--- src/rtl/spsram_64x16.sv ---
// 64x16 single-port synchronous SRAM with active-low controls and registered read data.
// Optional write-first mode under `define SPSRAM_WRITE_THRU_EN; default is no-change on writes.
module spsram_64x16 #(
  parameter int AW    = 6,
  parameter int DW    = 16,
  parameter int DEPTH = 64
) (
  input  logic          sclk,
  input  logic          rstn,
  input  logic [AW-1:0] addr,
  input  logic [DW-1:0] din,
  output logic [DW-1:0] dout,
  input  logic          en,
  input  logic          we
);

  logic [DW-1:0] mem [DEPTH];
  logic [DW-1:0] dout_q, dout_d;
  logic          wr_en;

  // Unknown control suppresses the write and poisons dout so a bad stimulus is visible.
  always_comb begin
    dout_d = dout_q;
    wr_en  = 1'b0;
    case (en)
      1'b1: ;
      1'b0: begin
        case (we)
          1'b0: begin
            wr_en = 1'b1;
`ifdef SPSRAM_WRITE_THRU_EN
            dout_d = din;
`endif
          end
          1'b1:    dout_d = mem[addr];
          default: dout_d = 'x;
        endcase
      end
      default: dout_d = 'x;
    endcase
  end

  // Array is deliberately not reset; an edge that coincides with reset drops the write.
  always_ff @(posedge sclk) begin
    if (rstn && wr_en) mem[addr] <= din;
  end

  always_ff @(posedge sclk or negedge rstn) begin
    if (!rstn) dout_q <= '0;
    else       dout_q <= dout_d;
  end

  assign dout = dout_q;

endmodule

--- config.mk ---
export PLATFORM = sky130hd
export DESIGN_NAME = spsram_64x16
export DESIGN_NICKNAME = d
export VERILOG_FILES = /design/src/rtl/spsram_64x16.sv
export SDC_FILE = /design/constraint.sdc
export NUM_CORES = 1
export LEC_CHECK = 0
export BUFFER_PORTS_ARGS = -buffer_cell sky130_fd_sc_hd__buf_2
export CAP_MARGIN = 20
export CORE_ASPECT_RATIO = 1.1
export CORE_MARGIN = 4
export CORE_UTILIZATION = 40
export DETAILED_ROUTE_END_ITERATION = 7
export GPL_ROUTABILITY_DRIVEN = 1
export PLACE_DENSITY = 0.63
export SYNTH_ARGS = -nofsm -noshare
export SYNTH_HDL_FRONTEND = slang
export SYNTH_SLANG_ARGS = --single-unit
--- constraint.sdc ---
create_clock -name sclk -period 5.2 [get_ports sclk]
set_clock_uncertainty 0.2 [all_clocks]
set_input_delay 1.04 -clock sclk [delete_from_list [all_inputs] [get_ports sclk]]
set_output_delay 1.04 -clock sclk [all_outputs]
set_load 0.1 [all_outputs]
==> tab_implementation.tex <==
\begin{tabular}{lr}
\hline
Metric & Value \\
\hline
\multicolumn{2}{l}{\textbf{Yosys}} \\
Post-synthesis net count & $\sim$2200 \\
Synthesized area per cell & 18.27 sq um \\
Predominant post-synthesis flop cell & sky130\_fd\_sc\_hd\_\_edfxtp\_1 \\
Biggest area contributors in the synthesized netlist & sky130\_fd\_sc\_hd\_\_edfxtp\_1, sky130\_fd\_sc\_hd\_\_mux4\_2, sky130\_fd\_sc\_hd\_\_mux2\_2 \\
Fraction of the yosys area taken by sequential cells & 76.98\% \\
Xor/xnor share of the synthesized area & 0\% \\
Count of flip-flops with a built-in enable after synthesis & 1024 \\
Cells after synthesis & around 2200 \\
Compound-Gate Fraction of Synth Area & under 10\% \\
Adder and majority cell fraction of the synthesized area & 0\% \\
Simple-gate share of the synthesized area & 2.752\% \\
Number of distinct standard cells referenced by the synthesized netlist & 62 \\
Cell Area, Synth & around 0.040 sq mm \\
Combinational family with the most area after synthesis & multiplexers \\
Fraction of registers with async set or reset after synthesis & approximately 1.5\% \\
Flops \& latches, synth & 1040 \\
Multiplexer share of the synthesized area & 9.710\% \\
Area share of the largest cell type after synthesis & 75.99\% \\
Cell type with the largest total area after synthesis & sky130\_fd\_sc\_hd\_\_edfxtp\_1 \\
Number of warnings reported in the yosys synthesis log & 0 \\
\multicolumn{2}{l}{\textbf{Worst setup path}} \\
Family with the most delay on the worst path & compound AO/OA/AOI/OAI gates \\
Critical-path cell list & clkbuf\_8 -> clkinv\_2 -> buf\_4 -> a221o\_1 -> a222oi\_1 -> o22ai\_1 -> a211oi\_1 -> a21oi\_1 \\
Required @ worst endpoint & about 5600 ps \\
Critical path start-end classification & primary input to flop \\
Number of buffer and inverter stages on the critical path & 3 \\
Maximum fanout count along the critical path & 46 \\
Delay of the slowest critical-path stage & 610 ps \\
Worst setup SP type & primary input \\
CP arrival & around 4200 ps \\
Master of the slowest instance on the critical path & sky130\_fd\_sc\_hd\_\_clkinv\_2 \\
CP Capture Type & flop \\
\multicolumn{2}{l}{\textbf{Drt}} \\
Number of vias after detailed routing & between 20000 and 25000 \\
Post-detailed-route via-to-cell ratio & just over 6 \\
Remaining number of nets flagged by the antenna check after routing & 0 \\
Routed met1 length & $\sim$46 mm \\
Iteration-0 DRC count of the detailed router & $\sim$3700 \\
Routed wire length per instance & 32.28 um \\
Total Wirelength & between 100 and 150 mm \\
Number of design rule violations left after detail routing & 0 \\
DR pass1 iterations & 6 \\
WL met3 & between 10 and 15 mm \\
Max Used Layer & met5 \\
Metal2 WL & 55.32 mm \\
\multicolumn{2}{l}{\textbf{Outcome}} \\
Run status & finished, final reports clean \\
\multicolumn{2}{l}{\textbf{CTS}} \\
Post-CTS setup buffer count & 0 \\
TritonCTS clock tree & done \\
Worst skew pair latency & around 690 ps \\
Number of buffers inserted during clock tree synthesis & 100 \\
TritonCTS Sinks & 1040 \\
Clock transition at path regs & 60 ps \\
Count of cells resized by post-cts repair & 0 \\
Buffer cell driving the clock tree root & sky130\_fd\_sc\_hd\_\_clkbuf\_16 \\
Htree depth & 3 \\
Post-CTS Hold Fix Bufs & 0 \\
Buffer depth of the longest clock path & 3 \\
\multicolumn{2}{l}{\textbf{Floorplan}} \\
Total number of placement rows & about 120 \\
Core box area & 0.1004 sq mm \\
DIE WIDTH & approximately 310 um \\
Number of top-level design ports & 42 \\
Die Y & roughly 340 um \\
Starting density of the core & between 40\% and 50\% \\
Area of the die & $\sim$0.11 sq mm \\
\multicolumn{2}{l}{\textbf{Final layout}} \\
Share of post-route cells with drive strength above 1 & a little over a fifth \\
Leading cell type in the layout, fill and taps excluded & sky130\_fd\_sc\_hd\_\_edfxtp\_1 \\
Post-layout net count & around 2400 \\
Signed area change from the synthesized netlist to the final layout & 13.84\% \\
Most used cells in the layout excluding fill and tap cells & sky130\_fd\_sc\_hd\_\_edfxtp\_1, sky130\_fd\_sc\_hd\_\_buf\_4, sky130\_fd\_sc\_hd\_\_nor2\_1 \\
\multicolumn{2}{l}{\textbf{STA}} \\
Max Clock Freq & 257.8 MHz \\
Minimum period implied by the final worst setup slack & between 3000 and 4000 ps \\
Setup tns final & 0 ps \\
Final hold violation count & 0 \\
Slew headroom & 31.56\% \\
RSZ-0062 raised after global routing & false \\
Final Setup Violations & 0 \\
Fraction of the cycle the final worst path needs & 74.58\% \\
Measured slew at the worst slew-check pin & approximately 1000 ps \\
Number of pins with negative max-slew slack in the final report & 0 \\
\multicolumn{2}{l}{\textbf{Run}} \\
Max-cap check violation count & 0 \\
\multicolumn{2}{l}{\textbf{Pwr}} \\
Pleak & between 0.01 and 0.015 uW \\
Total power density per cell area & approximately 390 mW/mm\^{}2 \\
Total power consumption of the routed design & 17840 uW \\
Worst IR Drop VDD & 246.4 uV \\
\multicolumn{2}{l}{\textbf{Place}} \\
Routability-driven placement congestion ratio & $\sim$0.90 \\
Number of I/O port buffers & 41 \\
Detailed placement HPWL & $\sim$70 mm \\
\multicolumn{2}{l}{\textbf{Global route}} \\
Number of global-route vias before repair & roughly 22000 \\
Global-route total usage across every layer & 22.23\% \\
Maximum number of pins on one net before global-route repair & 80 \\
Number of antenna violations at the first check in global routing & 10 \\
Total overflow reported by the global router & 0 \\
Wire length of the first global-routing pass & between 150 and 200 mm \\
\multicolumn{2}{l}{\textbf{Hold path}} \\
Classification of the worst-slack hold path & primary input to async pin \\
\hline
\end{tabular}
## worst paths after layout
check	from	to	slack, ps	cells past startpoint
hold / removal	rstn	dout[15]	290	2
hold reg to reg	dout[14]	dout[14]	450	2
setup reg to reg	mem[24][10]	dout[10]	2520	5
min in group sclk	dout[14]	dout[14]	450	2
max in group asynchronous	rstn	dout[12]	4260	2
setup / recovery	addr[0]	dout[9]	1320	8
## synthesized netlist by cell type, types with 8 or more instances
cell type and instances:
sky130_fd_sc_hd__buf_2 70, sky130_fd_sc_hd__mux2i_1 112, sky130_fd_sc_hd__edfxtp_1 1024, sky130_fd_sc_hd__o32a_1 9, sky130_fd_sc_hd__o22ai_1 37, sky130_fd_sc_hd__o211ai_1 8
sky130_fd_sc_hd__nand2_1 54, sky130_fd_sc_hd__a221oi_1 85, sky130_fd_sc_hd__buf_6 13, sky130_fd_sc_hd__a22oi_1 83, sky130_fd_sc_hd__and3_1 8, sky130_fd_sc_hd__mux4_2 73
sky130_fd_sc_hd__a22o_1 18, sky130_fd_sc_hd__clkbuf_1 48, sky130_fd_sc_hd__mux2_2 101, sky130_fd_sc_hd__o21ai_0 65, sky130_fd_sc_hd__nor3_1 8, sky130_fd_sc_hd__dfrtp_1 16
sky130_fd_sc_hd__a21oi_1 88, sky130_fd_sc_hd__a221o_1 22, sky130_fd_sc_hd__nor2b_1 8, sky130_fd_sc_hd__a211oi_1 8, sky130_fd_sc_hd__nor2_1 121, sky130_fd_sc_hd__and2_1 8
sky130_fd_sc_hd__a31oi_1 12, sky130_fd_sc_hd__nand3_1 23, sky130_fd_sc_hd__buf_4 17, sky130_fd_sc_hd__o2bb2ai_1 8
## sequential cells by signal (all words and copies together), names as in the netlist
register / cells
mem: 1024
dout: 16
## cell families (layout without fill, tap and decap cells)
family          after synthesis  in the layout
compound gates              477            477
buf+inv                     159            368
flops                      1040           1040
mux                         288            288
other cells                   0              3
simple gates                251            251
## worst register-to-register path, cell delays in order (launching register included)
cell	delay, ps
sky130_fd_sc_hd__edfxtp_1	370
sky130_fd_sc_hd__mux4_2	480
sky130_fd_sc_hd__mux2i_1	500
sky130_fd_sc_hd__o22a_1	340
sky130_fd_sc_hd__nand4_1	270
sky130_fd_sc_hd__o32a_1	420
## final cells by class
class	instances	area, sq um
Fill cell	8386	54380
Tap cell	1302	1629
Clock buffer	124	2614
Clock inverter	60	706.9
Timing Repair Buffer	181	1425
Multi-Input combinational cell	1016	8519
Sequential cell	1040	31150
Antenna cell	3	7.507
Inverter	3	12.51
## stage by stage
step	instances	worst slack (ps)	hold slack [ps]	util, %	cell area, sq um
2_1_floorplan	2215	1526	465.3	-	40460
3_3_place_gp	3542	744.1	410.5	42.55	42740
3_5_place_dp	3542	749.4	419.4	42.55	42740
4_1_cts	3726	1436	233.5	45.85	46060
5_1_grt	3726	1245	296.8	45.85	46060
6_report	3729	1322	291.4	45.86	46060
## layer usage
metal | GRT usage, % | vias to the layer above
li1 | - | 9339
met4 | 10.13 | 6
met3 | 5.178 | 265
met2 | 34.68 | 1488
met1 | 29.89 | 11910
met5 | 0 | -
## power by group
| group | switching (uW) | internal (uW) | total [uW] |
|---|---|---|---|
| clock | 3140 | 4230 | 7370 |
| sequential | 59.3 | 9240 | 9300 |
| combinational | 859 | 301 | 1160 |
No activity file was read; power rests on OpenSTA's default activity.
